==> src/rtl/ema_update_if.sv <==
// Sample/alpha/result bundle between the EMA update stage and its neighbours.
// master drives samples and alpha; slave is the EMA stage itself.
interface ema_update_if #(
    parameter int W_X = 8,
    parameter int W_A = 8
);
    logic        [W_A-1:0] alpha_i;
    logic                  alpha_valid_i;
    logic signed [W_X-1:0] x_i;
    logic                  valid_i;
    logic signed [W_X-1:0] y_o;
    logic                  valid_o;
    logic                  busy_o;

    modport master (
        output alpha_i, alpha_valid_i, x_i, valid_i,
        input  y_o, valid_o, busy_o
    );

    modport slave (
        input  alpha_i, alpha_valid_i, x_i, valid_i,
        output y_o, valid_o, busy_o
    );
endinterface

==> src/rtl/ema_update_unit.sv <==
// Exponential moving average: acc += alpha*(x - acc), alpha = 1/N from the inverter.
// The multiply is sequential shift-add, one alpha bit per cycle; acc is Q(W_X).W_A.
module ema_update_unit #(
    parameter int W_X = 8,
    parameter int W_A = 8
) (
    input  logic         clk,
    input  logic         rst,
    ema_update_if.slave  bus
);
    localparam int ACC_W = W_X + W_A;
    localparam int D_W   = ACC_W + 1;
    localparam int P_W   = W_X + 2 * W_A + 1;
    localparam int K_W   = (W_A > 1) ? $clog2(W_A) : 1;
    localparam logic signed [ACC_W-1:0] HALF = ACC_W'(2 ** (W_A - 1));

    typedef enum logic [2:0] {IDLE, INIT, DIFF, MUL, UPDATE, DONE} state_t;

    state_t                  state_q, state_d;
    logic signed [ACC_W-1:0] acc_q, acc_d;
    logic signed [D_W-1:0]   diff_q, diff_d;
    logic signed [P_W-1:0]   prod_q, prod_d;
    logic        [K_W-1:0]   k_q, k_d;
    logic signed [W_X-1:0]   x_q, x_d;
    logic signed [W_X-1:0]   y_q, y_d;
    logic        [W_A-1:0]   alpha_r_q, alpha_r_d;
    logic        [W_A-1:0]   alpha_w_q, alpha_w_d;
    logic                    init_q, init_d;

    // Round half up from Q.W_A back to a W_X sample; no saturation since acc
    // is always a convex combination of past samples.
    function automatic logic signed [W_X-1:0] round_half_up(input logic signed [ACC_W-1:0] a);
        return W_X'((a + HALF) >>> W_A);
    endfunction

    function automatic logic signed [ACC_W-1:0] floor_scale(input logic signed [P_W-1:0] p);
        return ACC_W'(p >>> W_A);
    endfunction

    always_comb begin
        state_d   = state_q;
        acc_d     = acc_q;
        diff_d    = diff_q;
        prod_d    = prod_q;
        k_d       = k_q;
        x_d       = x_q;
        y_d       = y_q;
        alpha_w_d = alpha_w_q;
        init_d    = init_q;
        alpha_r_d = bus.alpha_valid_i ? bus.alpha_i : alpha_r_q;

        case (state_q)
            IDLE: begin
                if (bus.valid_i) begin
                    x_d       = bus.x_i;
                    alpha_w_d = bus.alpha_valid_i ? bus.alpha_i : alpha_r_q;
                    state_d   = init_q ? DIFF : INIT;
                end
            end
            INIT: begin
                acc_d   = {x_q, {W_A{1'b0}}};
                init_d  = 1'b1;
                y_d     = round_half_up(acc_d);
                state_d = DONE;
            end
            DIFF: begin
                diff_d  = {x_q[W_X-1], x_q, {W_A{1'b0}}} - {acc_q[ACC_W-1], acc_q};
                prod_d  = '0;
                k_d     = '0;
                state_d = MUL;
            end
            MUL: begin
                // Sign-extended difference weighted by alpha bit k.
                if (alpha_w_q[k_q]) begin
                    prod_d = prod_q + ({{W_A{diff_q[D_W-1]}}, diff_q} << k_q);
                end
                k_d = k_q + K_W'(1);
                if (k_q == K_W'(W_A - 1)) begin
                    state_d = UPDATE;
                end
            end
            UPDATE: begin
                // y is registered on entry to DONE so it is valid alongside valid_o.
                acc_d   = acc_q + floor_scale(prod_q);
                y_d     = round_half_up(acc_d);
                state_d = DONE;
            end
            DONE: begin
                state_d = IDLE;
            end
            default: begin
                state_d = IDLE;
            end
        endcase
    end

    always_ff @(posedge clk or posedge rst) begin
        if (rst) begin
            state_q   <= IDLE;
            acc_q     <= '0;
            diff_q    <= '0;
            prod_q    <= '0;
            k_q       <= '0;
            x_q       <= '0;
            y_q       <= '0;
            alpha_r_q <= '0;
            alpha_w_q <= '0;
            init_q    <= 1'b0;
        end else begin
            state_q   <= state_d;
            acc_q     <= acc_d;
            diff_q    <= diff_d;
            prod_q    <= prod_d;
            k_q       <= k_d;
            x_q       <= x_d;
            y_q       <= y_d;
            alpha_r_q <= alpha_r_d;
            alpha_w_q <= alpha_w_d;
            init_q    <= init_d;
        end
    end

    assign bus.y_o     = y_q;
    assign bus.valid_o = (state_q == DONE);
    assign bus.busy_o  = (state_q != IDLE);
endmodule

==> src/flat_wrapper.sv <==
// flat-port wrapper written by rule: the top's interface ports become plain ports
module ema_update_unit_flat 
#(
    parameter int W_X = 8,
    parameter int W_A = 8
)
  (clk, rst, bus_alpha_i, bus_alpha_valid_i, bus_x_i, bus_valid_i, bus_y_o, bus_valid_o, bus_busy_o);
  ema_update_if #(.W_X(W_X), .W_A(W_A)) bus_i ();
  input  logic clk;
  input  logic rst;
  input wire logic [$bits(bus_i.alpha_i)-1:0] bus_alpha_i;
  input wire logic [$bits(bus_i.alpha_valid_i)-1:0] bus_alpha_valid_i;
  input wire logic [$bits(bus_i.x_i)-1:0] bus_x_i;
  input wire logic [$bits(bus_i.valid_i)-1:0] bus_valid_i;
  output wire logic [$bits(bus_i.y_o)-1:0] bus_y_o;
  output wire logic [$bits(bus_i.valid_o)-1:0] bus_valid_o;
  output wire logic [$bits(bus_i.busy_o)-1:0] bus_busy_o;
  assign bus_i.alpha_i = bus_alpha_i;
  assign bus_i.alpha_valid_i = bus_alpha_valid_i;
  assign bus_i.x_i = bus_x_i;
  assign bus_i.valid_i = bus_valid_i;
  assign bus_y_o = bus_i.y_o;
  assign bus_valid_o = bus_i.valid_o;
  assign bus_busy_o = bus_i.busy_o;
  ema_update_unit #(.W_X(W_X), .W_A(W_A)) u_core (.clk(clk), .rst(rst), .bus(bus_i));
endmodule
==> config.mk <==
export PLATFORM = sky130hd
export DESIGN_NAME = ema_update_unit_flat
export DESIGN_NICKNAME = d
export VERILOG_FILES = /design/src/rtl/ema_update_if.sv /design/src/rtl/ema_update_unit.sv /design/src/flat_wrapper.sv
export SDC_FILE = /design/constraint.sdc
export NUM_CORES = 1
export LEC_CHECK = 0
export CAP_MARGIN = 20
export CORE_MARGIN = 2
export CORE_UTILIZATION = 40
export CTS_BUF_LIST = sky130_fd_sc_hd__clkbuf_8 sky130_fd_sc_hd__clkbuf_16
export DETAILED_ROUTE_END_ITERATION = 8
export GPL_TIMING_DRIVEN = 0
export HOLD_SLACK_MARGIN = 0.05
export SYNTH_ARGS = -nofsm -noshare
export SYNTH_HDL_FRONTEND = slang
export SYNTH_SLANG_ARGS = --single-unit
==> constraint.sdc <==
create_clock -name clk -period 3.8 [get_ports clk]
set_input_delay 0.57 -clock clk [delete_from_list [all_inputs] [get_ports clk]]
set_output_delay 0.57 -clock clk [all_outputs]
set_load 0.02 [all_outputs]
==> metrics, run 1 <==
most used flip-flop cell after synthesis dfrtp_1; PwrDens 1023 nW/um^2; # DRC 0; Slowest-stage cell, CP ha_1; series of cell instances along the critical path buf_4, buf_6, mux2_2, o21ai_0, o21ai_0, ha_1, nand2_1, a31oi_2, a21oi_2, o21a_1, a31oi_2, a31oi_1, mux2i_1, mux2i_1; PortBufs 28; Peak supply drop 0.0003975 V; count of flip-flops with a built-in enable after synthesis 0; Required @ worst endpoint 4.08 ns; TNS Setup 0 ns; ports placed on the boundary 30; number of antenna cells inserted 0; wire length of the first global-routing pass 30330 um; DR iter-0 viols 331; buffer and inverter count on the worst path 2; core area 17300 um^2; final worst clock skew 0.01130 ns; vias per std cell 5.659; CTS tree done; maximum frequency from static timing analysis 0.2746 GHz; Final Max Tran Viols 0; area of placed instances 7657 um^2; crit path DAT 3.92 ns; worst rel slew slack 54.20%; vias in the first global route 5786; Fillers 1706; clock transition at the register clock pins on the worst setup and hold paths after CTS 0.08 ns; Routed Antenna Nets 0; final period demand of the worst path 3.641 ns; gpl congestion 0.9366; clock latency on the worst-skew pair 0.36 ns; Post-DP HPWL 14040 um; clk root buf clkbuf_16; Synthesized Nets 862; Initial Utilization 40.84%; Mapped Area 7064 um^2; WL/cell 17.63 um; H-tree levels 3; Synth Register Bits 96; number of standard-cell rows in the floorplan 48; ratio of cells with drive above 1 in the final layout 12.08%; sequential-to-total area share from yosys stat 34.01%; Synth Warn # 0; class of the worst hold path flop to flop; slowest stage delay, CP 0.46 ns; Vert. Die Dim 136.9 um; aggregate global routing overflow 0; Nets 903; cell class contributing the biggest share of worst-path delay compound AO/OA/AOI/OAI gates; number of iterations in the first detailed-routing pass 5; number of antenna violations at the first check in global routing 0; pin count of the biggest net entering global routing 51; number of sinks handled by clock tree synthesis 96; leak pwr 3.458 nW; Total Die Area 18740 um^2; CTS Buf Count 9; final setup vio count 0; Layout Area Growth over Synthesis 13.66%; design area 8029 um^2; Final Hold Viols 0; total number of vias 6004; Syn Area/Cell 8.942 um^2; Syn Inst Count 790; worst-margin pin slew 0.6869 ns; Max Cap Violations 0; crit path launch type flop; crit-path max FO 10; global-route total usage across every layer 21.04%; distinct cell type count of the synthesized netlist 76; Async SR Flop Fraction 100.0%; maximum clock path buffer count 2; final wirelength 18710 um; result of the run finished, final reports clean; Crit Path Category flop to flop; Final period util 95.82%; width of the die 136.9 um; CP Capture Type flop
## cells in the final DEF (no fill, tap or decap), types with 7 or more instances in the layout
cell,netlist,layout
a211oi_1,8,8
a21o_1,9,9
a21oi_1,42,40
a31oi_1,10,7
clkbuf_1,30,22
clkbuf_16,0,9
clkdlybuf4s50_1,0,28
dfrtp_1,96,95
ha_1,50,49
inv_1,43,43
mux2_2,36,36
mux2i_1,13,12
nand2_1,89,89
nand3_1,31,31
nor2_1,45,45
nor3_1,11,11
nor4_1,7,7
o211ai_1,10,10
o21ai_0,75,75
o21bai_1,7,7
or3_1,8,8
xnor2_1,20,20
xor2_1,21,21
## report_power, final
part / switching [mW] / internal, mW
Clock: 0.445 / 0.472
Sequential: 0.424 / 1.44
Combinational: 3.10 / 2.33
## Yosys cell counts (all sizes together), types with 3 or more instances
master	count	share of area [%]
xor2	21	2.6
nand3b	3	0.32
a31o	3	0.37
a311oi	3	0.37
nor2b	7	0.73
a211o	4	0.50
a22o	3	0.37
nand2b	5	0.44
clkbuf	31	1.7
and3	3	0.27
and2	3	0.27
a21oi	42	3.0
o211ai	11	1.2
nor3	11	0.78
o31ai	7	0.74
o31a	4	0.50
a211oi	9	1.0
nor2	45	2.4
nand4	5	0.44
nand2	89	4.7
mux2	36	5.7
o21ai	78	5.5
nand3	32	2.3
dfrtp	96	34
a31oi	10	0.89
o21bai	7	0.74
nor4b	5	0.83
or3	8	0.71
mux4	6	1.9
o22ai	3	0.27
nor4	7	0.62
a221oi	3	0.37
inv	43	2.3
buf	6	0.34
nor3b	5	0.60
a21boi	3	0.32
xnor2	20	2.5
o21a	6	0.64
a21o	9	0.96
or3b	5	0.62
ha	50	8.9
mux2i	13	1.8
## per-stage QoR
stage	instances	setup slack, ns	power, mW	utilization [%]	hold slack, ns
2_1_floorplan	790	0.1199	5.845	-	0.4402
3_3_place_gp	1043	-1.124	7.099	44.10	0.4597
3_5_place_dp	1044	-0.5064	7.135	44.27	0.4593
4_1_cts	1059	-0.04423	8.133	46.04	0.4882
5_1_grt	1061	-0.002481	8.913	46.42	0.5168
6_report	1061	0.1589	8.210	46.42	0.4819
## worst register-to-register path: stages (launching register included)
cell     delay, ns
dfrtp_1       0.37
buf_4         0.20
buf_6         0.18
mux2_2        0.35
o21ai_0       0.31
o21ai_0       0.20
ha_1          0.46
nand2_1       0.14
a31oi_2       0.23
a21oi_2       0.08
o21a_1        0.21
a31oi_2       0.25
a31oi_1       0.14
mux2i_1       0.24
mux2i_1       0.21
## final timing paths
| kind | from | endpoint | slack [ns] | cells past startpoint |
|---|---|---|---|---|
| hold reg to reg | u_core.bus.y_o[0] | u_core.bus.y_o[0] | 0.48 | 2 |
| setup reg to reg | u_core.k_q[1] | u_core.prod_q[23] | 0.16 | 14 |
| max in group asynchronous | rst | u_core.acc_q[11] | 2.46 | 3 |
| min in group asynchronous | rst | u_core.prod_q[1] | 0.65 | 2 |
| hold / removal | u_core.bus.y_o[0] | u_core.bus.y_o[0] | 0.48 | 2 |
| setup / recovery | u_core.k_q[1] | u_core.prod_q[23] | 0.16 | 14 |
## final cells by class
| type | count | area [um^2] | share of cell area (%) |
|---|---|---|---|
| tap | 225 | 281.5 | 3.506 |
| multi-input combinational | 614 | 4407 | 54.89 |
| timing repair buffer | 31 | 322.8 | 4.021 |
| sequential | 96 | 2404 | 29.94 |
| inverter | 43 | 163.9 | 2.041 |
| clock buffer | 10 | 239.0 | 2.976 |
| buffer | 36 | 162.7 | 2.026 |
| clock inverter | 6 | 48.80 | 0.6078 |
## what timing repair did
item / in CTS / in global routing
setup buffers: 0 / 2
pin swaps: 0 / 1
hold endpoints to repair: 0 / 0
hold buffers: 0 / 0
resized for setup: 10 / 20
endpoints found under the setup margin: 11 / 7
## cells by family (layout without fill, tap and decap cells)
kind of cell	Yosys count	after routing	share of synthesized area [%]
xor gates and xnor gates	41	41	5.083
DFF	96	96	34.01
buffers and inverters	80	126	4.286
adders and majority gates	52	52	9.423
AOI/OAI and AO/OA	226	226	20.83
muxes	55	55	9.493
and+or+nand+nor	240	240	16.88
## metal layers
layer  wire length, um  up-vias  track usage, %
met5                 0        -               0
met1              8994     2912           29.27
met4               512        0           7.331
li1                  -     2959               -
met3               528       31           3.037
met2              8670      102           33.53
## registers in the layout (all words and copies together) (netlist names)
signal and flops:
u_core.prod_q 24, u_core.x_q 8, u_core.init_q 1, u_core.state_q 3, u_core.acc_q 16, u_core.alpha_w_q 8, u_core.bus.y_o 8, u_core.k_q 3
u_core.alpha_r_q 8, u_core.diff_q 17
(Power assumes the default switching activity.)
==> inputs of run 2 (changes only) <==
--- a/config.mk
+++ b/config.mk
@@ -12,6 +12,7 @@
 export DETAILED_ROUTE_END_ITERATION = 8
 export GPL_TIMING_DRIVEN = 0
 export HOLD_SLACK_MARGIN = 0.05
+export REMOVE_ABC_BUFFERS = 1
 export SYNTH_ARGS = -nofsm -noshare
 export SYNTH_HDL_FRONTEND = slang
 export SYNTH_SLANG_ARGS = --single-unit
==> metrics, run 2 (synthesis results as in run 1) <==
result of the run finished, final reports clean; final core utilization 45.96% (-0.46 points); Non-Filler Instances 1029 (-3.0%); maximum clock path buffer count 2 (unchanged); slack of the critical path 0.1729 ns (+0.01398 ns); width of the die 136.9 um (unchanged); highest-count cells in the layout ignoring fill and taps 93 x dfrtp_1, 89 x nand2_1, 75 x o21ai_0; max FFs per register 24 (unchanged); launch instance of the worst min-delay path u_core.bus.y_o[0]; crit path DAT 3.91 ns (about the same); total number of vias 5707 (-4.9%); cell class contributing the biggest share of worst-path delay compound AO/OA/AOI/OAI gates; slowest stage delay, CP 0.49 ns (+0.03 ns); met1 usage 26.81% (-2.5 points); worst rel slew slack 32.75% (-21 points); RSZ-0062 raised after global routing no; Peak supply drop 0.0005633 V (+42%); wire length of the first global-routing pass 28430 um (-6.3%); area of placed instances 7582 um^2 (-0.98%); Slowest-stage cell, CP ha_1; combined area of the multi-input logic cells 4369 um^2 (-0.85%); number of antenna violations at the first check in global routing 0 (unchanged); number of standard-cell rows in the floorplan 48 (unchanged); worst-case register-to-register setup slack 0.17 ns (about the same); critical register-to-register path startpoint u_core.k_q[1]; Final Max Tran Viols 0 (unchanged); Hold Crit Endpoint u_core.bus.y_o[0]; Max Cap Violations 0 (unchanged); met3 Use GR 3.370% (+0.33 points); Final Hold Viols 0 (unchanged); commonest non-fill, non-tap cell in the layout dfrtp_1; crit path launch type flop; H-tree levels 3 (unchanged); maximum frequency from static timing analysis 0.2757 GHz (+0.39%); worst r2r dst u_core.prod_q[23]; CTS tree done; clock transition at the register clock pins on the worst setup and hold paths after CTS 0.08 ns (about the same); Nets 871 (-3.5%); Vert. Die Dim 136.9 um (unchanged); number of iterations in the first detailed-routing pass 4 (-1); most used cell, CP a31oi_1; worst-margin pin slew 1.009 ns (+0.3218 ns); final worst clock skew 0.008954 ns (-0.002345 ns); design area 7949 um^2 (-1.0%); Required @ worst endpoint 4.09 ns (about the same); gpl congestion 0.8936 (-4.6%); core area 17300 um^2 (unchanged); ports placed on the boundary 30 (unchanged); Seq. cell area 2409 um^2 (+0.21%); clk root buf clkbuf_16; GR met2 Demand/Resource 31.17% (-2.4 points); number of antenna cells inserted 0 (unchanged); series of cell instances along the critical path buf_16, mux2_2, o21ai_0, o21ai_0, ha_1, nand4_1, a31oi_1, a21oi_1, o21a_1, a31oi_1, a31oi_1, mux2i_1, mux2i_1; DR iter-0 viols 357 (+7.9%); vias per std cell 5.546 (-2.0%); Layout Area Growth over Synthesis 12.52%; class of the worst hold path flop to flop; leak pwr 3.415 nW (-1.2%); vias in the first global route 5553 (-4.0%); Initial Utilization 40.84% (unchanged); pin count of the biggest net entering global routing 60 (+18%); final setup vio count 0 (unchanged); final wirelength 16870 um (-9.8%); Hold Path Stages 2 (unchanged); Regs by FF count u_core.prod_q x24, u_core.diff_q x17, u_core.acc_q x16; PwrDens 1030 nW/um^2 (+0.74%); DP Cell Count 1010 (-3.3%); layer carrying the most global-route usage met2; Total Die Area 18740 um^2 (unchanged); PortBufs 29 (+3.6%); # DRC 0 (unchanged); ratio of cells with drive above 1 in the final layout 11.44% (-0.64 points); Post-DP HPWL 12330 um (-12%); global-route total usage across every layer 19.30% (-1.7 points); crit-path max FO 21 (+11); final period demand of the worst path 3.627 ns (-0.01398 ns); Final period util 95.45% (-0.37 points); pre-CTS setup slack -0.4792 ns (+0.02712 ns); Largest Register u_core.prod_q; cell count of the worst reg-to-reg path 13 (-1); number of sinks handled by clock tree synthesis 96 (unchanged); Fillers 1721 (+0.88%); clock latency on the worst-skew pair 0.36 ns (about the same); WL/cell 16.39 um (-7.0%); Routed Antenna Nets 0 (unchanged); aggregate global routing overflow 0 (unchanged); buffer and inverter count on the worst path 1 (-1); Crit Path Category flop to flop; CTS Buf Count 9 (unchanged); Worst Hold Slack 0.4681 ns (-0.01384 ns); CP Capture Type flop
run 2: changes by cell type in the layout (fill, tap and decap cells not counted), moves of 3 or more:
cell | previous run | this run
inv_6 | 3 | 0
buf_1 | 3 | 0
clkbuf_2 | 5 | 0
clkbuf_1 | 22 | 0
a31oi_2 | 3 | 0
a31oi_1 | 7 | 10
run 2: power by group:
group | total, mW | internal (mW) | switching (mW)
Clock | 0.997 | 0.533 | 0.464
Combinational | 5.26 | 2.29 | 2.96
Sequential | 1.94 | 1.45 | 0.488
Total | 8.19 | 4.27 | 3.92
run 2: layout make-up:
| cell class | instances | share of cell area [%] |
|---|---|---|
| repair buffers | 35 | 5.021 |
| well taps | 225 | 3.542 |
| clock buffers | 9 | 2.833 |
| clock inverters | 7 | 1.228 |
| inverters | 43 | 2.109 |
| multi-input cells | 614 | 54.97 |
| flip-flops and latches | 96 | 30.30 |
run 2: how the worst max path moves through the flow:
stage / from / end / slack (ns) / cells past startpoint
4_1_cts: u_core.k_q[1] / u_core.prod_q[23] / 0.03 / 12
3_3_place_gp: rst / u_core.acc_q[10] / -1.02 / 2
2_1_floorplan: u_core.k_q[1] / u_core.prod_q[13] / 0.13 / 12
5_1_grt: u_core.k_q[1] / u_core.prod_q[23] / 0.01 / 13
6_report: u_core.k_q[1] / u_core.prod_q[23] / 0.17 / 13
3_5_place_dp: u_core.k_q[0] / u_core.prod_q[23] / -0.48 / 12
run 2: what timing repair did:
action | in CTS | in global routing
endpoints found under the setup margin | 11 | 5
buffers inserted | 0 | 2
gates resized for setup | 5 | 2
hold buffers | 0 | 0
run 2: worst register-to-register path: stages, from the launching register on:
cell and delay, ns:
dfrtp_2 0.43, buf_16 0.18, mux2_2 0.39, o21ai_0 0.28, o21ai_0 0.19, ha_1 0.49
nand4_1 0.15, a31oi_1 0.25, a21oi_1 0.11, o21a_1 0.22, a31oi_1 0.29, a31oi_1 0.15
mux2i_1 0.21, mux2i_1 0.21
run 2: routing by layer:
metal	routed length, um	part of all wire [%]
met4	218	1.3
met3	504	3.0
met1	8263	49
met5	0	0
met2	7882	47
run 2: through the flow:
step	total power, mW	TNS, ns
after floorplan	5.767	0
after global placement	7.028	-101.30
after detailed placement	7.109	-2.852
after CTS	8.171	0
after global routing	8.990	0
final	8.189	0
==> inputs of run 3 (changes only) <==
--- a/config.mk
+++ b/config.mk
@@ -6,12 +6,15 @@
 export NUM_CORES = 1
 export LEC_CHECK = 0
 export CAP_MARGIN = 20
+export CELL_PAD_IN_SITES_DETAIL_PLACEMENT = 0
+export CELL_PAD_IN_SITES_GLOBAL_PLACEMENT = 1
 export CORE_MARGIN = 2
 export CORE_UTILIZATION = 40
 export CTS_BUF_LIST = sky130_fd_sc_hd__clkbuf_8 sky130_fd_sc_hd__clkbuf_16
 export DETAILED_ROUTE_END_ITERATION = 8
 export GPL_TIMING_DRIVEN = 0
 export HOLD_SLACK_MARGIN = 0.05
+export PLACE_DENSITY_LB_ADDON = 0.1
 export REMOVE_ABC_BUFFERS = 1
 export SYNTH_ARGS = -nofsm -noshare
 export SYNTH_HDL_FRONTEND = slang
==> metrics, run 3 (synthesis results as in run 1) <==
CTS Buf Count 9 (unchanged); Layout Area Growth over Synthesis 13.21%; PwrDens 1043 nW/um^2 (+1.2%); vias in the first global route 5666 (+2.0%); wire length of the first global-routing pass 30130 um (+6.0%); combined area of the multi-input logic cells 4397 um^2 (+0.63%); core area 17300 um^2 (unchanged); WL/cell 17.96 um (+9.6%); Total Die Area 18740 um^2 (unchanged); RSZ-0062 raised after global routing no; # DRC 0 (unchanged); buffer and inverter count on the worst path 1 (unchanged); CP Capture Type flop; area of placed instances 7536 um^2 (-0.61%); post-route total power 8.339 mW (+1.8%); number of sinks handled by clock tree synthesis 96 (unchanged); DP Cell Count 1009 (-0.099%); result of the run finished, final reports clean; ports placed on the boundary 30 (unchanged); Post-CTS Hold Buffers 0 (unchanged); vias per std cell 5.644 (+1.8%); aggregate global routing overflow 0 (unchanged); pre-CTS setup slack -0.5576 ns (-0.07840 ns); final period demand of the worst path 3.652 ns (+0.02508 ns); Slowest-stage cell, CP dfrtp_4; Largest Register u_core.prod_q; number of standard-cell rows in the floorplan 48 (unchanged); class of the worst hold path flop to flop; Peak supply drop 0.0004830 V (-14%); clk root buf clkbuf_16; leak pwr 3.428 nW (+0.40%); crit path launch type flop; Final Hold Viols 0 (unchanged); highest-count cells in the layout ignoring fill and taps 93 x dfrtp_1, 89 x nand2_1, 74 x o21ai_0; global-route total usage across every layer 20.66% (+1.4 points); Max Cap Violations 0 (unchanged); Vert. Die Dim 136.9 um (unchanged); number of antenna cells inserted 0 (unchanged); cell class contributing the biggest share of worst-path delay compound AO/OA/AOI/OAI gates; worst r2r dst u_core.prod_q[16]; CTS tree done; final wirelength 18570 um (+10%); Final Max Tran Viols 0 (unchanged); maximum clock path buffer count 2 (unchanged); final worst clock skew 0.01010 ns (+0.001146 ns); cell count of the worst reg-to-reg path 14 (+1); Routed Antenna Nets 0 (unchanged); Required @ worst endpoint 4.00 ns (-0.09 ns); Crit Path Category flop to flop; Regs by FF count u_core.prod_q x24, u_core.diff_q x17, u_core.acc_q x16; worst-margin pin slew 1.003 ns (-0.005810 ns); clock latency on the worst-skew pair 0.36 ns (about the same); Nets 876 (+0.57%); Hold Crit Endpoint u_core.bus.y_o[0]; maximum frequency from static timing analysis 0.2738 GHz (-0.69%); pin count of the biggest net entering global routing 70 (+17%); launch instance of the worst min-delay path u_core.bus.y_o[0]; ratio of cells with drive above 1 in the final layout 12.73% (+1.3 points); Hold Path Stages 2 (unchanged); total number of vias 5836 (+2.3%); Initial Utilization 40.84% (unchanged); worst-case register-to-register setup slack 0.15 ns (-0.03 ns); most used cell, CP a21o_1; number of antenna violations at the first check in global routing 0 (unchanged); number of iterations in the first detailed-routing pass 5 (+1); crit path DAT 3.85 ns (-0.06 ns); slack of the critical path 0.1478 ns (-0.02508 ns); max FFs per register 24 (unchanged); width of the die 136.9 um (unchanged); PortBufs 29 (unchanged); worst rel slew slack 33.14% (+0.39 points); Non-Filler Instances 1034 (+0.49%); Seq. cell area 2414 um^2 (+0.21%); slowest stage delay, CP 0.54 ns (+0.05 ns); gpl congestion 0.8506 (-4.8%); final setup vio count 0 (unchanged); DR iter-0 viols 348 (-2.5%); crit-path max FO 8 (-62%); design area 7998 um^2 (+0.61%); commonest non-fill, non-tap cell in the layout dfrtp_1; Post-DP HPWL 13310 um (+7.9%); series of cell instances along the critical path buf_4, mux2_2, nor2_1, a211oi_1, o21bai_2, ha_2, a21o_1, a21o_1, a21oi_1, o2bb2ai_1, or3b_2, a31oi_2, xor2_1, o21ai_0; clock transition at the register clock pins on the worst setup and hold paths after CTS 0.07 ns (about the same); Fillers 1713 (-0.46%); Final period util 96.11% (+0.66 points); H-tree levels 3 (unchanged); critical register-to-register path startpoint u_core.k_q[1]
-- run 3: cell types whose count changed in the layout (fill, tap and decap cells not counted), sizes merged --
cell	before	now
buf	6	11
bufinv	1	2
clkinv	3	1
inv	45	44
clkinvlp	1	3
-- run 3: what timing repair did --
item                                    4_1_cts  5_1_grt
cloned                                        0        0
endpoints found under the setup margin       12        5
setup buffers                                 0        9
pin swaps                                     0        2
gates resized for setup                       6       10
-- run 3: layout make-up --
class	count	area share [%]
multi-input cells	614	54.98
flip-flops and latches	96	30.18
repair buffers	40	5.210
well taps	225	3.520
clock buffers	9	2.816
inverters	43	2.096
clock inverters	7	1.205
-- run 3: worst max-delay path by stage --
stage	from	cells after the start	slack (ns)	to
finish	u_core.k_q[1]	14	0.15	u_core.prod_q[16]
floorplan	u_core.k_q[1]	12	0.13	u_core.prod_q[13]
global placement	rst	2	-1.01	u_core.bus.y_o[0]
CTS	u_core.k_q[1]	11	0.02	u_core.prod_q[23]
global route	u_core.k_q[0]	14	0.004	u_core.prod_q[16]
detailed placement	u_core.k_q[0]	14	-0.56	u_core.prod_q[16]
-- run 3: where the power goes --
part	switching (mW)	total, mW	internal (mW)
Combinational	3.03	5.35	2.33
Clock	0.449	1.03	0.579
Sequential	0.505	1.96	1.45
-- run 3: tightest hold or removal path, stage by stage, from the launching register on --
cell,delay [ns]
dfrtp_1,0.35
nand2_1,0.05
nand2_1,0.05
-- run 3: metal layers --
metal | vias to the layer above | share of wire, % | routed length, um | global-route usage (%)
li1 | 2928 | - | - | -
met2 | 83 | 47 | 8668 | 32.92
met5 | - | 0 | 0 | 0
met1 | 2811 | 50 | 9247 | 29.61
met3 | 14 | 2.1 | 398 | 2.074
met4 | 0 | 1.4 | 254 | 6.357
-- run 3: through the flow --
stage	util [%]	setup TNS [ns]	hold slack [ns]
3_3_place_gp	43.33	-99.42	0.4561
5_1_grt	46.24	0	0.5149
3_5_place_dp	43.57	-3.572	0.4665
2_1_floorplan	-	0	0.4402
6_report	46.24	0	0.4820
4_1_cts	45.50	0	0.4914
